===== src/rtl/sram_dma_pkg.sv =====
// sram_dma_pkg: shared constants, register map and FSM states
// for the SRAM bank arbiter / DMA engine.
package sram_dma_pkg;

   localparam int BANK_AW = 9;
   localparam int BANKS   = 8;
   localparam int BANK_W  = $clog2(BANKS);
   localparam int ADDR_W  = BANK_AW + BANK_W;

   localparam logic [2:0] REG_SRC_LO = 3'd0;
   localparam logic [2:0] REG_SRC_HI = 3'd1;
   localparam logic [2:0] REG_DST_LO = 3'd2;
   localparam logic [2:0] REG_DST_HI = 3'd3;
   localparam logic [2:0] REG_LEN_LO = 3'd4;
   localparam logic [2:0] REG_LEN_HI = 3'd5;
   localparam logic [2:0] REG_CTRL   = 3'd6;
   localparam logic [2:0] REG_FILL   = 3'd7;

   localparam int CTRL_START    = 0;
   localparam int CTRL_FILL     = 1;
   localparam int CTRL_IRQ_EN   = 2;
   localparam int CTRL_ABORT    = 3;
   localparam int CTRL_DONE_CLR = 4;

   localparam int ST_BUSY   = 0;
   localparam int ST_DONE   = 1;
   localparam int ST_IRQ_EN = 2;
   localparam int ST_FILL   = 3;

   typedef enum logic [2:0] {
      IDLE, RD, CAP, WR, FILLWR, DONE
   } state_t;

endpackage


===== src/rtl/sram_dma_regfile.sv =====
// sram_dma_regfile: bus decode, DMA config registers, STATUS mux
// and DONE/irq flag. FILL support under SRAM_DMA_FILL_EN.
module sram_dma_regfile
   import sram_dma_pkg::*;
(
   input  logic              clk_i,
   input  logic              rst,
   input  logic [2:0]        addr,
   input  logic [7:0]        data_in,
   input  logic              bus_cyc,
   input  logic              bus_we,
   input  logic              busy,
   input  logic              done_set,
   output logic [7:0]        data_out,
   output logic              irq_o,
   output logic [ADDR_W-1:0] src,
   output logic [ADDR_W-1:0] dst,
   output logic [ADDR_W-1:0] len,
   output logic [7:0]        fill,
   output logic              fill_mode,
   output logic              start,
   output logic              abort
);

   logic wr;
   logic ctrl_wr;
   logic done;
   logic irq_en;

   assign wr      = bus_cyc & bus_we;
   assign ctrl_wr = wr & (addr == REG_CTRL);
   assign abort   = ctrl_wr & data_in[CTRL_ABORT];
   assign start   = ctrl_wr & data_in[CTRL_START]
                  & ~data_in[CTRL_ABORT] & ~busy;
   assign irq_o   = done & irq_en;

   always_ff @(posedge clk_i) begin
      if (rst) begin
         src    <= '0;
         dst    <= '0;
         len    <= '0;
         irq_en <= 1'b0;
         done   <= 1'b0;
      end else begin
         if (wr & ~busy) begin
            unique case (1'b1)
               (addr == REG_SRC_LO): src[7:0]  <= data_in;
               (addr == REG_SRC_HI): src[11:8] <= data_in[3:0];
               (addr == REG_DST_LO): dst[7:0]  <= data_in;
               (addr == REG_DST_HI): dst[11:8] <= data_in[3:0];
               (addr == REG_LEN_LO): len[7:0]  <= data_in;
               (addr == REG_LEN_HI): len[11:8] <= data_in[3:0];
               default: ;
            endcase
         end
         if (ctrl_wr)
            irq_en <= data_in[CTRL_IRQ_EN];
         // a zero-length START clears and re-sets in one cycle
         if (done_set)
            done <= 1'b1;
         else if (start | (ctrl_wr & data_in[CTRL_DONE_CLR]))
            done <= 1'b0;
      end
   end

`ifdef SRAM_DMA_FILL_EN
   always_ff @(posedge clk_i) begin
      if (rst) begin
         fill      <= '0;
         fill_mode <= 1'b0;
      end else begin
         if (wr & ~busy & (addr == REG_FILL))
            fill <= data_in;
         if (ctrl_wr & ~busy)
            fill_mode <= data_in[CTRL_FILL];
      end
   end
`else
   assign fill      = '0;
   assign fill_mode = 1'b0;
`endif

   always_comb begin
      data_out = '0;
      case (addr)
         REG_SRC_LO: data_out = src[7:0];
         REG_SRC_HI: data_out = {4'h0, src[11:8]};
         REG_DST_LO: data_out = dst[7:0];
         REG_DST_HI: data_out = {4'h0, dst[11:8]};
         REG_LEN_LO: data_out = len[7:0];
         REG_LEN_HI: data_out = {4'h0, len[11:8]};
         REG_CTRL: begin
            data_out[ST_BUSY]   = busy;
            data_out[ST_DONE]   = done;
            data_out[ST_IRQ_EN] = irq_en;
            data_out[ST_FILL]   = fill_mode;
         end
         default: data_out = fill;
      endcase
   end

endmodule


===== src/rtl/sram_dma_ctrl.sv =====
// sram_dma_ctrl: CPU/DMA arbiter for the 8-bank SRAM array, DMA FSM,
// counters and SRAM drive. Fill mode enabled by SRAM_DMA_FILL_EN.
module sram_dma_ctrl
   import sram_dma_pkg::*;
(
   input  logic                clk_i,
   input  logic                rst,
   input  logic                cpu_req,
   input  logic                cpu_we,
   input  logic [ADDR_W-1:0]   cpu_addr,
   input  logic [7:0]          cpu_wdata,
   output logic [7:0]          cpu_rdata,
   output logic                cpu_ack,
   input  logic [2:0]          addr,
   input  logic [7:0]          data_in,
   output logic [7:0]          data_out,
   input  logic                bus_cyc,
   input  logic                bus_we,
   output logic                irq_o,
   output logic                CEN,
   output logic [7:0]          WEN,
   output logic [BANK_AW-1:0]  A,
   output logic [7:0]          D,
   output logic [BANKS-1:0]    GWEN,
   input  logic [8*BANKS-1:0]  Q
);

   state_t state, next_state;

   logic [ADDR_W-1:0] src, dst, len;
   logic [ADDR_W-1:0] src_cnt, dst_cnt, cnt;
   logic [ADDR_W-1:0] acc_addr;
   logic [7:0]        fill, hold, q_sel, acc_data;
   logic [BANK_W-1:0] rd_bank;
   logic fill_mode, start, abort, busy, done_set;
   logic cpu_gnt, dma_free, dma_rd, dma_wr;
   logic acc, acc_we, ack_rd;

   sram_dma_regfile u_regs (
      .clk_i     (clk_i),
      .rst       (rst),
      .addr      (addr),
      .data_in   (data_in),
      .bus_cyc   (bus_cyc),
      .bus_we    (bus_we),
      .busy      (busy),
      .done_set  (done_set),
      .data_out  (data_out),
      .irq_o     (irq_o),
      .src       (src),
      .dst       (dst),
      .len       (len),
      .fill      (fill),
      .fill_mode (fill_mode),
      .start     (start),
      .abort     (abort)
   );

   assign busy     = (state != IDLE) && (state != DONE);
   assign cpu_gnt  = cpu_req & ~rst;
   assign dma_free = ~cpu_req & ~abort & ~rst;
   assign dma_rd   = (state == RD) & dma_free;
   assign dma_wr   = ((state == WR) | (state == FILLWR)) & dma_free;
   assign done_set = (next_state == DONE);

   always_comb begin
      next_state = state;
      unique case (state)
         IDLE, DONE: begin
            next_state = IDLE;
            if (start) begin
               if (len == '0)
                  next_state = DONE;
               else
                  next_state = fill_mode ? FILLWR : RD;
            end
         end
         RD: begin
            if (abort)
               next_state = IDLE;
            else if (dma_rd)
               next_state = CAP;
         end
         CAP: next_state = abort ? IDLE : WR;
         WR, FILLWR: begin
            if (abort)
               next_state = IDLE;
            else if (dma_wr) begin
               if (cnt == 12'd1)
                  next_state = DONE;
               else
                  next_state = (state == WR) ? RD : FILLWR;
            end
         end
         default: next_state = IDLE;
      endcase
   end

   always_ff @(posedge clk_i) begin
      if (rst) begin
         state   <= IDLE;
         src_cnt <= '0;
         dst_cnt <= '0;
         cnt     <= '0;
         hold    <= '0;
         rd_bank <= '0;
         cpu_ack <= 1'b0;
         ack_rd  <= 1'b0;
      end else begin
         state   <= next_state;
         cpu_ack <= cpu_gnt;
         ack_rd  <= cpu_gnt & ~cpu_we;
         if (acc)
            rd_bank <= acc_addr[ADDR_W-1:BANK_AW];
         // Q belongs to the DMA read even if the CPU owns this cycle
         if (state == CAP)
            hold <= q_sel;
         if (start) begin
            src_cnt <= src;
            dst_cnt <= dst;
            cnt     <= len;
         end else if (dma_wr) begin
            src_cnt <= src_cnt + 1'b1;
            dst_cnt <= dst_cnt + 1'b1;
            cnt     <= cnt - 1'b1;
         end
      end
   end

   assign q_sel     = Q[{rd_bank, 3'b000} +: 8];
   assign cpu_rdata = ack_rd ? q_sel : 8'h00;

   always_comb begin
      acc      = cpu_gnt | dma_rd | dma_wr;
      acc_we   = cpu_gnt ? cpu_we : dma_wr;
      acc_addr = dst_cnt;
      acc_data = (state == FILLWR) ? fill : hold;
      if (cpu_gnt) begin
         acc_addr = cpu_addr;
         acc_data = cpu_wdata;
      end else if (dma_rd) begin
         acc_addr = src_cnt;
      end
      CEN  = ~acc;
      A    = '0;
      WEN  = 8'hFF;
      D    = '0;
      GWEN = '1;
      if (acc)
         A = acc_addr[BANK_AW-1:0];
      if (acc & acc_we) begin
         WEN  = 8'h00;
         D    = acc_data;
         GWEN = ~(BANKS'(1) << acc_addr[ADDR_W-1:BANK_AW]);
      end
   end

endmodule


===== config.mk =====
export PLATFORM = sky130hd
export DESIGN_NAME = sram_dma_ctrl
export DESIGN_NICKNAME = d
export VERILOG_FILES = /design/src/rtl/sram_dma_pkg.sv /design/src/rtl/sram_dma_regfile.sv /design/src/rtl/sram_dma_ctrl.sv
export SDC_FILE = /design/constraint.sdc
export NUM_CORES = 1
export LEC_CHECK = 0
export BUFFER_PORTS_ARGS = -buffer_cell sky130_fd_sc_hd__buf_2
export CAP_MARGIN = 20
export CORE_UTILIZATION = 48
export DETAILED_ROUTE_END_ITERATION = 16
export PLACE_DENSITY = 0.77
export SLEW_MARGIN = 20
export SYNTH_ARGS = -nofsm -noshare
export SYNTH_HDL_FRONTEND = slang
export SYNTH_SLANG_ARGS = --single-unit

===== constraint.sdc =====
create_clock -name clk_i -period 2.1 [get_ports clk_i]
set_input_delay 0.315 -clock clk_i [delete_from_list [all_inputs] [get_ports clk_i]]
set_output_delay 0.315 -clock clk_i [all_outputs]
set_load 0.05 [all_outputs]

==> flow_metrics.env <==
export IMPL_worstPathArrival_ns=2.39
export IMPL_die_height_um=108
export IMPL_dieArea_um2=11800
export IMPL_final_area_um2=7980
export IMPL_relSlewSlack=0.458
export IMPL_r2r_slack_ns=-0.07
export IMPL_yosys_warnings=0
export IMPL_power_total_mw=4.30
export IMPL_gp_congestion=0.882
export IMPL_fmaxAchievable_mhz=369
export IMPL_rsz0062_at_grt="true"
export IMPL_violations="negative setup slack"
export IMPL_ys_async_sr_fraction=0
export IMPL_r2r_start="state[2]"
export IMPL_fillers=777
export IMPL_grt_max_degree=77
export IMPL_grt_use_total=0.347
export IMPL_grt_pass1_wl_um=31300
export IMPL_endpoint="GWEN[3]"
export IMPL_dpl_hpwl_um=12900
export IMPL_area_delta_synth_final_pct=46.7
export IMPL_end_kind="output port"
export IMPL_worst_slack_ns=-0.608
export IMPL_finalSetupViolCount=50
export IMPL_dr_pass1_iters=5
export IMPL_path_max_fanout=6
export IMPL_initial_core_util=0.498
export IMPL_period_share=1.29
export IMPL_synth_edff_count=0
export IMPL_netlist_area_um2=5440
export IMPL_drive_gt1_frac=0.414
export IMPL_grt_pass1_vias=5914
export IMPL_hold_class="input pin to flip-flop"
export IMPL_io_pins=153
export IMPL_antenna_found_initial=0
export IMPL_worst_clock_skew_ns=0.00683
export IMPL_grt_ovfl_total=0
export IMPL_cap_violations=0
export IMPL_hold_buffers=0
export IMPL_yosysTopAreaCell="dfxtp_1"
export IMPL_final_nets=950
export IMPL_required_ns=1.78
export IMPL_finalMaxSlewViolations=0
export IMPL_critical_path_class="flip-flop to output port"
export IMPL_htreeDepth=3
export IMPL_vias=6223
export IMPL_drc=0
export IMPL_synthCells=649
export IMPL_final_util=0.730
export IMPL_die_w_um=108
export IMPL_rows=38
export IMPL_regArea_um2=1810
export IMPL_cp_startpoint="state[2]"
export IMPL_multi_input_area_um2=3750
export IMPL_dpl_cell_area_um2=6790
export IMPL_r2r_cells=9
export IMPL_yosysSeqAreaShare=0.331
export IMPL_cts_path_max_buffers=2
export IMPL_p_leak_nw=3.18
export IMPL_wl_um=20600
export IMPL_antenna_cells=0
export IMPL_synth_top_cells_by_area="dfxtp_1 (33%), mux2i_1 (7.9%), mux4_2 (7.4%)"
export IMPL_synth_seq_cells=90
export IMPL_status="finished with violations"
export IMPL_vias_per_cell=6.29
export IMPL_start_kind="flip-flop"
export IMPL_period_needed_ns=2.71
export IMPL_cts_sinks=90
export IMPL_synth_ff_type="dfxtp_1"
export IMPL_core_um2=10900
export IMPL_avgSynthCellArea_um2=8.38
export IMPL_path_clk_slew_ns=0.06
export IMPL_cts_buffers=9
export IMPL_synth_cell_types=62
export IMPL_cts_root_buffer="clkbuf_16"
export IMPL_clk_latency_ns=0.34
export IMPL_synth_top_cell_area_share=0.331
export IMPL_hold_viol_final=0
export IMPL_place_port_buffers=152
export IMPL_peakVddDrop_mv=0.454
export IMPL_tightestPinTransition_ns=0.813
export IMPL_power_density_nw_per_um2=539
export IMPL_drt_wirelength_per_cell_um=20.8
export IMPL_cts_tree="done"
export IMPL_r2r_end="src_cnt[10]"
export IMPL_ant_nets=0
export IMPL_first_iter_violations=685
export IMPL_syn_nets=754
-- cell usage in the layout, fill, tap and decap left out, types with 5 or more instances in the layout --
master,Yosys,layout
dfxtp_1,90,86
nor4_1,7,7
a21oi_1,45,43
nor2_4,0,9
buf_12,0,7
and3_1,5,5
buf_4,9,72
clkbuf_16,0,9
a211oi_1,18,15
nand3_1,38,30
nor3_1,14,12
buf_6,0,32
buf_2,11,109
xor2_1,8,7
nor2_1,91,79
inv_1,16,7
nand2_1,46,44
mux2i_4,0,7
nor2b_2,0,8
nand2b_1,7,7
mux2i_1,43,34
inv_2,1,10
a22oi_1,10,10
o21ai_1,0,7
nand4_1,6,6
mux4_2,18,18
or3_1,6,6
a222oi_1,9,9
buf_8,0,16
a31oi_1,14,14
o21ai_0,17,7
o211ai_1,6,6
or4_1,6,6
nand3_4,0,6
a221oi_1,5,5
-- where the power goes --
group / switching, mW / internal (mW) / total [mW]
sequential: 0.0284 / 1.72 / 1.75
clock: 0.696 / 1.05 / 1.74
combinational: 0.438 / 0.362 / 0.800
-- synth_stat cells (7+ instances only) --
library cell and n:
a211oi_1 18, a21oi_1 45, a222oi_1 9, a22oi_1 10, a31oi_1 14, buf_2 11, buf_4 9, clkbuf_1 29
dfxtp_1 90, inv_1 16, mux2i_1 43, mux4_2 18, nand2_1 46, nand2b_1 7, nand3_1 38, nor2_1 91
nor2b_1 10, nor3_1 14, nor4_1 7, o21ai_0 17, xor2_1 8
-- cells by family (layout without fill, tap and decap cells) --
| family | after synthesis | count (layout) | synth area share |
|---|---|---|---|
| AOI/OAI and AO/OA | 152 | 152 | 0.193 |
| xor gates and xnor gates | 10 | 10 | 0.0161 |
| adders and majority gates | 4 | 4 | 0.00920 |
| buffers and inverters | 70 | 271 | 0.0570 |
| DFF | 90 | 90 | 0.331 |
| muxes | 61 | 61 | 0.154 |
| and+or+nand+nor | 262 | 262 | 0.240 |
-- worst min-delay path by stage --
stage | slack (ns) | from | cells past startpoint | end
floorplan | 0.39 | cpu_we | 1 | ack_rd
global placement | 0.45 | u_regs.irq_en | 2 | u_regs.irq_en
detailed placement | 0.47 | u_regs.irq_en | 2 | u_regs.irq_en
CTS | 0.17 | cpu_we | 2 | ack_rd
global route | 0.16 | cpu_we | 2 | ack_rd
finish | 0.17 | cpu_we | 2 | ack_rd
-- sequential cells by signal, summed over array words and instances, names as in the netlist, 3 cells and up --
register	flops
state	3
cnt	12
u_regs.dst	12
dst_cnt	12
u_regs.len	12
hold	8
rd_bank	3
src_cnt	12
u_regs.src	12
-- stage by stage --
step | cells | setup slack [ns] | setup TNS (ns) | hold slack (ns)
after floorplan | 649 | -0.296 | -2.68 | 0.387
after global placement | 941 | -0.353 | -7.58 | 0.454
after detailed placement | 941 | -0.390 | -10.48 | 0.470
after CTS | 986 | -0.581 | -14.06 | 0.166
after global routing | 990 | -0.659 | -18.98 | 0.160
final | 990 | -0.608 | -15.38 | 0.168
-- worst max-delay path: stages, from the launching register on --
cell and delay [ns]:
dfxtp_2 0.32, or4b_4 0.52, a211oi_4 0.27, buf_6 0.18, buf_6 0.10, and2_4 0.14, a2111oi_4 0.04, buf_4 0.18
buf_6 0.12, nand3_4 0.05, buf_8 0.14
-- routing by layer --
metal,part of all wire,wire (um),global-route usage,vias up
li1,-,-,-,2822
met1,0.39,8070,0.432,3003
met2,0.49,10100,0.571,337
met3,0.084,1720,0.0928,61
met4,0.032,658,0.134,0
met5,0,0,0,-
-- area by class of cell --
type,count,area share
Clock buffer,10,0.0287
Clock inverter,6,0.0113
Inverter,17,0.00800
Multi-Input combinational cell,489,0.470
Sequential cell,90,0.227
Tap cell,140,0.0220
Timing Repair Buffer,238,0.234
-- what timing repair did --
| item | in CTS | in global routing |
|---|---|---|
| pin swaps | 10 | 7 |
| gates cloned | 3 | 1 |
| setup buffers | 26 | 9 |
| setup endpoints to repair | 59 | 75 |
| resized for setup | 124 | 38 |
(Power assumes the default switching activity.)
